--- src/rtl/xup_shift_seq_nbit_pkg.sv ---
// Shared encodings for the sequential n-bit shift engine.
// Imported by the engine top and its combinational shift stage.
package xup_shift_seq_nbit_pkg;

  typedef enum logic [1:0] {
    ST_IDLE = 2'd0,
    ST_RUN  = 2'd1,
    ST_DONE = 2'd2
  } state_t;

  localparam logic DIR_LEFT      = 1'b0;
  localparam logic DIR_RIGHT     = 1'b1;
  localparam logic SHIFT_LOGICAL = 1'b0;
  localparam logic SHIFT_ROTATE  = 1'b1;

endpackage

--- src/rtl/xup_shift_nbit.sv ---
// Combinational n-bit shift stage: logical or rotate, left or right.
// Only the zero-delay (purely combinational) form is built.
module xup_shift_nbit
  import xup_shift_seq_nbit_pkg::*;
#(
  parameter int SIZE  = 8,
  parameter int NBITS = 1,
  parameter int DELAY = 0
) (
  input  logic [SIZE-1:0] parallel_in,
  input  logic            dir,
  input  logic            shift_type,
  output logic [SIZE-1:0] parallel_out
);

  logic [SIZE-1:0] w_lsh;
  logic [SIZE-1:0] w_rsh;
  logic [SIZE-1:0] w_lrot;
  logic [SIZE-1:0] w_rrot;
  logic [SIZE-1:0] w_res;

  assign w_lsh  = parallel_in << NBITS;
  assign w_rsh  = parallel_in >> NBITS;
  assign w_lrot = w_lsh | (parallel_in >> (SIZE - NBITS));
  assign w_rrot = w_rsh | (parallel_in << (SIZE - NBITS));

  always_comb begin
    w_res = w_lsh;
    unique case (1'b1)
      (dir == DIR_LEFT)  && (shift_type == SHIFT_LOGICAL): w_res = w_lsh;
      (dir == DIR_RIGHT) && (shift_type == SHIFT_LOGICAL): w_res = w_rsh;
      (dir == DIR_LEFT)  && (shift_type == SHIFT_ROTATE):  w_res = w_lrot;
      (dir == DIR_RIGHT) && (shift_type == SHIFT_ROTATE):  w_res = w_rrot;
      default: w_res = w_lsh;
    endcase
  end

  generate
    if (DELAY == 0) begin : g_comb
      assign parallel_out = w_res;
    end
  endgenerate

endmodule

--- src/rtl/xup_shift_seq_nbit.sv ---
// Sequential shift engine: register + paced steps through xup_shift_nbit.
// Reports done after the programmed number of steps; abort returns to idle.
module xup_shift_seq_nbit
  import xup_shift_seq_nbit_pkg::*;
#(
  parameter int SIZE     = 8,
  parameter int NBITS    = 1,
  parameter int CNT_W    = 4,
  parameter int TICK_DIV = 1
) (
  input  logic             clk,
  input  logic             reset_n,
  input  logic             load,
  input  logic [SIZE-1:0]  load_data,
  input  logic             start,
  input  logic [CNT_W-1:0] step_count,
  input  logic             dir,
  input  logic             shift_type,
  input  logic             abort,
  output logic [SIZE-1:0]  q,
  output logic             busy,
  output logic             done
);

  localparam int TW = (TICK_DIV > 1) ? $clog2(TICK_DIV) : 1;
  localparam logic [TW-1:0] TICK_LAST = TW'(TICK_DIV - 1);

  state_t           r_state, w_state_n;
  logic [SIZE-1:0]  r_q, w_q_n;
  logic             r_dir, w_dir_n;
  logic             r_type, w_type_n;
  logic [CNT_W-1:0] r_rem, w_rem_n;
  logic [TW-1:0]    r_tick, w_tick_n;
  logic [SIZE-1:0]  w_shifted;

  xup_shift_nbit #(
    .SIZE  (SIZE),
    .NBITS (NBITS),
    .DELAY (0)
  ) u_stage (
    .parallel_in  (r_q),
    .dir          (r_dir),
    .shift_type   (r_type),
    .parallel_out (w_shifted)
  );

  always_comb begin
    w_state_n = r_state;
    w_q_n     = r_q;
    w_dir_n   = r_dir;
    w_type_n  = r_type;
    w_rem_n   = r_rem;
    w_tick_n  = r_tick;
    unique case (r_state)
      ST_IDLE, ST_DONE: begin
        if (load) begin
          w_q_n     = load_data;
          w_state_n = ST_IDLE;
        end else if (start) begin
          w_dir_n   = dir;
          w_type_n  = shift_type;
          w_rem_n   = step_count;
          w_tick_n  = '0;
          w_state_n = (step_count == '0) ? ST_DONE : ST_RUN;
        end
      end
      ST_RUN: begin
        // Abort wins over a shift that falls due on the same edge.
        if (abort) begin
          w_state_n = ST_IDLE;
          w_rem_n   = '0;
          w_tick_n  = '0;
        end else if (r_tick == TICK_LAST) begin
          w_q_n    = w_shifted;
          w_tick_n = '0;
          w_rem_n  = r_rem - CNT_W'(1);
          if (r_rem == CNT_W'(1)) w_state_n = ST_DONE;
        end else begin
          w_tick_n = r_tick + TW'(1);
        end
      end
      default: w_state_n = ST_IDLE;
    endcase
  end

  always_ff @(posedge clk or negedge reset_n) begin
    if (!reset_n) begin
      r_state <= ST_IDLE;
      r_q     <= '0;
      r_dir   <= DIR_LEFT;
      r_type  <= SHIFT_LOGICAL;
      r_rem   <= '0;
      r_tick  <= '0;
    end else begin
      r_state <= w_state_n;
      r_q     <= w_q_n;
      r_dir   <= w_dir_n;
      r_type  <= w_type_n;
      r_rem   <= w_rem_n;
      r_tick  <= w_tick_n;
    end
  end

  assign q    = r_q;
  assign busy = (r_state == ST_RUN);
  assign done = (r_state == ST_DONE);

endmodule

--- config.mk ---
export PLATFORM = sky130hd
export DESIGN_NAME = xup_shift_seq_nbit
export DESIGN_NICKNAME = d
export VERILOG_FILES = /design/src/rtl/xup_shift_seq_nbit_pkg.sv /design/src/rtl/xup_shift_nbit.sv /design/src/rtl/xup_shift_seq_nbit.sv
export SDC_FILE = /design/constraint.sdc
export NUM_CORES = 1
export LEC_CHECK = 0
export BUFFER_PORTS_ARGS = -buffer_cell sky130_fd_sc_hd__clkbuf_2
export CORE_ASPECT_RATIO = 1.25
export CORE_MARGIN = 1.5
export CORE_UTILIZATION = 50
export DETAILED_ROUTE_END_ITERATION = 6
export HOLD_SLACK_MARGIN = 0.1
export PLACE_DENSITY = 0.78
export SYNTH_ARGS = -nofsm -noshare
export SYNTH_HDL_FRONTEND = slang
export SYNTH_SLANG_ARGS = --single-unit
--- constraint.sdc ---
create_clock -name clk -period 1.55 [get_ports clk]
set_input_delay 0.0775 -clock clk [delete_from_list [all_inputs] [get_ports clk]]
set_output_delay 0.0775 -clock clk [all_outputs]
set_load 0.02 [all_outputs]
Yosys cells after proc, flatten, opt, wreduce, memory -nomap -nowiden

Cells that the tools add are included.

$add $sub $neg: 2
Equal/unequal tests: 11
Mux-type cells: 22
Bitwise operators: 5
Reduce and logical (&&, ||, !) cells: 12

Operators with widths:

| operator              | count |
|---|---|
| $mux W8               | 3 |
| $pmux W8 S3           | 1 |
| $mux W4               | 4 |
| $pmux W8 S2           | 1 |
| $mux W2               | 6 |
| $ne A2 B2 Y1 const B  | 5 |
| $reduce_and A3 Y1     | 3 |
| $or A7 B8 Y8          | 1 |
| $or A8 B1 Y8          | 1 |
| $pmux W4 S2           | 1 |
| $reduce_and A4 Y1     | 2 |
| $ne A3 B3 Y1 const B  | 2 |
| $eq A4 B1 Y1 const B  | 1 |
| $logic_not A4 Y1      | 1 |
| $mux W1               | 4 |
| $pmux W2 S2           | 1 |
| $sub A4 B1 Y4 const B | 1 |
| $logic_and A1 B1 Y1   | 3 |
| $ne A3 B2 Y1 const B  | 1 |
| $not A1 Y1            | 3 |
| $eq A2 B1 Y1 const B  | 1 |
| $eq A2 B2 Y1 const B  | 1 |
| $logic_not A2 Y1      | 1 |
| $pmux W1 S2           | 1 |
| 3 further kinds       | 3 |

Flip-flop bits (word level): 17
Input port bits: 19
Output and inout bits: 10
Logic and storage cells: 58

Longest topological paths before layout

Gate-level depths: netlist (run 1).

Word-level depth: 6
Mapped depth: 5

By module

A second synthesis (run 1) with hierarchy kept.

Cells, all modules: 82
Area total of the unflattened synthesis: 977.2 µm²

By module, submodules not included:

| module             | instances | cells an instance | area an instance (µm²) | seq. area each (µm²) |
|---|---|---|---|---|
| xup_shift_seq_nbit | 1         | 69                | 849.6                  | 400.4 |
| xup_shift_nbit     | 1         | 13                | 127.6                  | 0.0 |

Least setup slack after synthesis (run 1)

No wires, ideal clock.

Path kind: flip-flop to flip-flop
Start point: register r_dir
End point: register r_q[2] (netlist: q[2])
Setup time: 0.125 ns
Data arrival time: 1.285 ns
Data required time: 1.425 ns
Path slack: 0.140 ns
Cell stages (with the launch flop): 5
Buffers on the path: 1
Clock period less this slack: 1.410 ns
Path through: dfrtp_1 > buf_6 > mux2_2 > mux2_2 > mux2_2

Word-level cells in the longest chain between the ends: 6
Elaborated cells on any way between the ends: 8

RTL lines:

| item                     | line                     | RTL |
|---|---|---|
| start: declaration       | xup_shift_seq_nbit.sv:30 | `logic r_dir, w_dir_n;` |
| start signal: assignment | xup_shift_seq_nbit.sv:97 | `r_dir <= w_dir_n;` |
| $not A1 Y1               | xup_shift_nbit.sv:32     | `(dir == DIR_LEFT) && (shift_type == SHIFT_ROTATE): w_res = w_lrot;` |
| $logic_and A1 B1 Y1      | xup_shift_nbit.sv:32     |  |
| $pmux W8 S3 (*)          | xup_shift_nbit.sv:29     | `unique case (1'b1)` |
| $mux W8 (*)              | xup_shift_seq_nbit.sv:73 | `end else if (r_tick == TICK_LAST) begin` |
| $mux W8 (*)              | xup_shift_seq_nbit.sv:69 | `if (abort) begin` |
| $pmux W8 S2 (*)          | xup_shift_seq_nbit.sv:54 | `unique case (r_state)` |
| end signal: assignment   | xup_shift_seq_nbit.sv:96 | `r_q <= w_q_n;` |
| end: declaration         | xup_shift_seq_nbit.sv:29 | `logic [SIZE-1:0] r_q, w_q_n;` |

Mark *: on every way between the ends. The rest lies on a longest branch, timed or not. The select of a mux whose other input is x is not followed.
A chain may end at the register's enable or synchronous reset.

Worst setup path after layout (run 1)

Start point: input port abort
End point: register r_q[6] (netlist: q[6])

Word-level cells in the longest chain between the ends: 2

RTL lines:

| item                               | line                     | RTL |
|---|---|---|
| start: declaration                 | xup_shift_seq_nbit.sv:19 | `input logic abort,` |
| $ne A2 B2 Y1 (no source line)      | --                       |  |
| $reduce_and A4 Y1 (no source line) | --                       |  |

Every way passes these cells.

==> out/qor.txt, run 1 <==
outcome = completed
DRT iter0 DRCs = 9
Vias = 777
Die Height = 51.92 um
Die Wd = 42.14 um
RSZ-0062 raised after global routing = false
max_cap viols = 0
drt pass-1 iters = 4
post-synthesis sequential area ratio = 0.4183
hold_ws = 0.1115 ns
Top delay family on crit path = buffers and inverters
final hold violations = 0
Root Buffer = clkbuf_4
total CTS buffers = 3
crit path kind = in2reg
syn_area_per_cell = 11.67 um^2
GRT Total Usage = 0.2254
critical path's slowest cell = dlygate4sd3_1
Area Growth Syn to Fin = 27.06%
ANT cells = 0
I/O pin total = 29
total gr overflow = 0
clock latency on the worst-skew pair = 0.28 ns
most common cell in the netlist = mux2_2
postcts setup bufs = 0
Clock Skews = 0.004511 ns
Syn Nets = 103
leakage = 0.5617 nW
initial antenna violation count = 0
power per cell area = 1511 nW/um^2
Synth cell types = 28
Worst Path Max Fanout = 6
final worst path period share = 0.9561
Tightest Pin Transition = 0.4019 ns
synth top area cells = dfrtp_1, mux2_2, mux2i_1
Port Buffers = 28
H-tree Lvls = 1
Worst Path Required = 1.72 ns
Final min period = 1.482 ns
Cell Rows = 17
share of cells above drive strength 1 = 0.5041
WL final = 2.065 mm
Starting Density = 0.5357
CTS Buffer Depth = 2
crit-path cells = dlygate4sd3_1, clkbuf_2, or3b_1, nand2_2, mux2_2
WL per Instance = 14.75 um
TNS Setup = 0 ns
Max Slew Vio Count = 0
number of global-route vias before repair = 819
# clock sinks = 16
Post-synth EDFFs = 0
Buf+Inv Stages, Crit Path = 2
synthesized flop and latch total = 16
synth warn = 0
Post-synth top cells = mux2_2, dfrtp_1, mux2i_1, nand2_1
Mapped Area = 957.2 um^2
Peak supply drop = 0.9304 mV
ys flop type = dfrtp_1
CP Data Arrival Time = 1.65 ns
core area = 1787 um^2
die area = 2187 um^2
type of origin of the critical path = primary input
final setup fails = 0
Vias/cell = 5.550
Final Net Count = 144
slowest stage delay, CP = 0.53 ns
GP Congestion = 0.8306
Tightest Hold Check Type = in2reg
crit end category = flop
clock slew at reported path FFs = 0.09 ns
post-synth top area cell = dfrtp_1
pin count of the biggest net entering global routing = 17
post-DP HPWL = 1.566 mm
Gate Count Post-Synth = 82
number of remaining DRC errors = 0
global-route wire length before repair = 3.691 mm
top cell type's share of synthesized area = 0.4183
Routed Antenna Nets = 0
CTS tree = built
Max Clk Rate = 674.8 MHz
Async S/R FF share, synth = 1.000
Rel. slew slack = 0.7321
-- cell type report --
class	instances	area, um^2
clock buffers	3	22.52
fillers	141	570.5
inverters	3	11.26
multi-input cells	59	514.2
flip-flops and latches	16	401.6
well taps	19	23.77
repair buffers	40	242.7
-- worst register-to-register path, delay by kind of cell (launching register included) --
family / cells / cell delay [ns]
AND/OR/NAND/NOR: 2 / 0.59
multiplexers: 1 / 0.37
flip-flops: 1 / 0.40
-- layout by cell type, fill, tap and decap left out --
cell           count
clkbuf_2          28
mux2_2            19
dfrtp_1           15
buf_4              7
dlygate4sd3_1      5
nand2_1            4
mux2i_1            4
inv_1              3
nor2_1             3
o22ai_1            3
clkbuf_4           3
nand2b_1           2
nand3_1            2
a2bb2oi_1          2
a32o_1             2
o41ai_1            2
xnor2_1            2
o21ai_0            2
ha_1               2
nor2b_1            1
or3b_1             1
nand2_2            1
nor3b_2            1
nor3b_1            1
o32ai_1            1
a22oi_1            1
nor3_1             1
mux2_4             1
o211ai_1           1
dfrtp_2            1
-- final timing paths --
path                       slack [ns]                      to              startpoint  depth (start not counted)
setup / recovery                 0.07        q[6]$_DFFE_PN0P_                   abort                          5
hold / removal                   0.11  r_state[0]$_DFFE_PN0P_           step_count[3]                          3
setup reg to reg                 0.09        q[6]$_DFFE_PN0P_  r_state[1]$_DFFE_PN0P_                          3
hold reg to reg                  0.57      r_type$_DFFE_PN0P_      r_type$_DFFE_PN0P_                          1
max in group asynchronous        0.99       r_dir$_DFFE_PN0P_                 reset_n                          2
min in group asynchronous        0.25    r_rem[2]$_DFFE_PN0P_                 reset_n                          2
-- sequential cells by signal, summed over array words and instances, names as in the netlist --
signal   flops
q            8
r_dir        1
r_rem        4
r_state      2
r_type       1
-- per-stage QoR --
step                      std cells  setup WS (ns)  utilization  power (mW)  cell area [um^2]
after floorplan                  82         0.1402            -       1.360             957.2
after global placement          132        0.07034       0.6394       1.582              1142
after detailed placement        132        0.02392       0.6394       1.626              1142
after CTS                       140       0.006354       0.6800       1.855              1215
after global routing            140        0.02734       0.6807       1.987              1216
final                           140        0.06802       0.6807       1.838              1216
-- power breakdown --
group	internal, mW	switching [mW]	leakage (nW)
combinational	0.465	0.404	0.355
sequential	0.578	0.180	0.193
clock	0.0900	0.122	0.0138
-- kinds of logic (layout without fill, tap and decap cells) --
kind of cell,Yosys count,after routing,synth area share
adder cells (fa/ha/maj),2,2,0.02614
flip-flops,16,16,0.4183
AND/OR/NAND/NOR,17,17,0.09935
AO/OA/AOI/OAI,14,14,0.1124
buffers and inverters,7,46,0.04443
XOR/XNOR,2,2,0.01830
multiplexers,24,24,0.2810
-- repair_timing --
action / 4_1_cts / 5_1_grt
endpoints found under the setup margin: 0 / 6
hold endpoints to repair: 20 / 0
resized for setup: 0 / 1
hold buffers: 5 / 0
-- layer usage --
| metal | part of all wire | GRT usage | vias up |
|---|---|---|---|
| met2 | 0.52 | 0.4141 | 21 |
| li1 | - | - | 385 |
| met5 | 0 | 0 | - |
| met3 | 0.040 | 0.04861 | 2 |
| met4 | 0.010 | 0.07813 | 0 |
| met1 | 0.43 | 0.2577 | 369 |
No activity file was read; power rests on OpenSTA's default activity.
==> run 2: changes to the inputs <==
Settings changed: BUFFER_PORTS_ARGS -buffer_cell sky130_fd_sc_hd__clkbuf_2 to not set, CORE_UTILIZATION 50 to 54, DONT_BUFFER_PORTS set to 1, PLACE_DENSITY 0.78 to 0.72.
Clock period 1.55 ns to 1.2 ns, I/O delays scaled along.
==> run 2 against run 1 <==
The flow now finishes with violations (setup timing). Clock power is 77% higher. Hold slack worse by 0.0050 ns. Cell count is 1.4% higher. Utilization is 25 points higher. Sequential cell count stayed put.
==> out/qor.txt, run 2 (synthesized netlist as in run 1, its figures left out) <==
outcome = finished, violations left
violated checks = setup timing
Area Growth Syn to Fin = 56.99%
number of global-route vias before repair = 947
Buf+Inv Stages, Crit Path = 0
type of origin of the critical path = flop
Comb pwr share = 0.572
post-route insts no fill = 142
final worst path period share = 1.246
cell count of the worst hold path = 3
core area = 1622 um^2
total gr overflow = 0
CP Data Arrival Time = 1.69 ns
Root Buffer = clkbuf_4
# clock sinks = 16
Setup WS pre-CTS = -0.2927 ns
hold_ws = 0.1066 ns
crit-path cells = or3b_4, nand2_4, mux2_2
CTS Buffer Depth = 2
max reg flops = 8
Starting Density = 0.5903
CTS tree = built
Port Buffers = 0
final setup fails = 18
Rel. slew slack = 0.5284
Clock Skews = 0.005922 ns
number of remaining DRC errors = 0
most frequent cells in the layout = dlygate4sd3_1, buf_4, dfrtp_1
DRT iter0 DRCs = 16
Max Clk Rate = 669.0 MHz
Routed Antenna Nets = 0
internal power = 1.877 mW
Worst Reg-to-Reg Cells = 3
Hold Path Origin = abort
FF-to-FF End = q[4]$_DFFE_PN0P_
WL final = 3.307 mm
initial antenna violation count = 0
Top delay family on crit path = simple AND/OR/NAND/NOR gates
clock slew at reported path FFs = 0.10 ns
power per cell area = 2066 nW/um^2
Final min period = 1.495 ns
ANT cells = 0
Max Slew Vio Count = 0
Placed Cells = 118
Worst Path Required = 1.40 ns
Clk pwr share = 0.121
Tightest Pin Transition = 0.7051 ns
Peak supply drop = 1.794 mV
GP Congestion = 0.7853
pin count of the biggest net entering global routing = 17
crit path kind = reg2reg
slowest stage delay, CP = 0.45 ns
sequential share of power = 0.307
FF-to-FF Start = r_state[1]$_DFFE_PN0P_
Final Net Count = 146
Vias = 907
die area = 2036 um^2
WL per Instance = 23.29 um
max_cap viols = 0
H-tree Lvls = 1
Vias/cell = 6.387
setup ws final = -0.2947 ns
drt pass-1 iters = 4
Die Height = 50.07 um
global-route wire length before repair = 4.167 mm
GRT Total Usage = 0.3161
Worst Hold End = r_state[0]$_DFFE_PN0P_
TNS Setup = -3.485 ns
cts hold-fix bufs = 18
crit end category = flop
clock latency on the worst-skew pair = 0.30 ns
FILL cells = 52
I/O pin total = 29
Worst Path Max Fanout = 6
RSZ-0062 raised after global routing = true
Cell Rows = 16
post-DP HPWL = 1.651 mm
Die Wd = 40.66 um
sw frac = 0.3953
Worst R2R Setup Slack = -0.29 ns
final hold violations = 0
leakage = 0.6539 nW
share of cells above drive strength 1 = 0.5161
Tightest Hold Check Type = in2reg
critical path's slowest cell = dfrtp_1
total CTS buffers = 3
sw power = 1.227 mW
[run 2: worst register-to-register path, delay by kind of cell, from the launching register on]
family	cells	cell delay [ns]
multiplexers	1	0.35
AND/OR/NAND/NOR	2	0.59
flip-flops	1	0.45
[run 2: worst max path at each step]
stage,start,to,slack [ns],cells after the start
after global placement,r_dir$_DFFE_PN0P_,q[1]$_DFFE_PN0P_,-0.27,3
after detailed placement,r_dir$_DFFE_PN0P_,q[4]$_DFFE_PN0P_,-0.29,3
after floorplan,r_dir$_DFFE_PN0P_,q[2]$_DFFE_PN0P_,-0.21,4
after CTS,r_dir$_DFFE_PN0P_,q[3]$_DFFE_PN0P_,-0.25,3
after global routing,r_dir$_DFFE_PN0P_,q[1]$_DFFE_PN0P_,-0.32,3
final,r_state[1]$_DFFE_PN0P_,q[4]$_DFFE_PN0P_,-0.29,3
[run 2: layer usage]
layer  part of all wire  wire length, um  GRT usage
met1               0.34             1132     0.3353
met4              0.049              161     0.1611
met3              0.036              118    0.03153
met2               0.57             1895     0.5635
met5                  0                0          0
[run 2: final cells by class]
class / count / area, um^2 / share of cell area
sequential: 16 / 402.9 / 0.2681
multi-input combinational: 59 / 634.4 / 0.4221
clock buffer: 4 / 36.28 / 0.02415
timing repair buffer: 42 / 395.4 / 0.2631
tap: 18 / 22.52 / 0.01499
inverter: 3 / 11.26 / 0.007494
[run 2: stage by stage]
stage            util  total power, mW  instance area (um^2)
5_1_grt        0.9267            3.222                  1503
2_1_floorplan       -            1.787                 987.2
3_3_place_gp   0.7106            2.241                  1152
4_1_cts        0.8727            2.797                  1415
3_5_place_dp   0.7106            2.301                  1152
6_report       0.9267            3.104                  1503
[run 2: power groups by stage]
stage,sequential [mW],combinational [mW],clock [mW]
5_1_grt,0.970,1.86,0.396
3_5_place_dp,0.912,1.39,0
4_1_cts,0.918,1.52,0.359
3_3_place_gp,0.900,1.34,0
6_report,0.954,1.78,0.375
2_1_floorplan,1.06,0.726,0
[run 2: timing repair]
item	CTS	global route
pin swaps	6	7
gates resized for setup	16	15
endpoints found under the setup margin	18	17
gates cloned	1	0
endpoints found under the hold margin	32	1
setup buffers	0	3
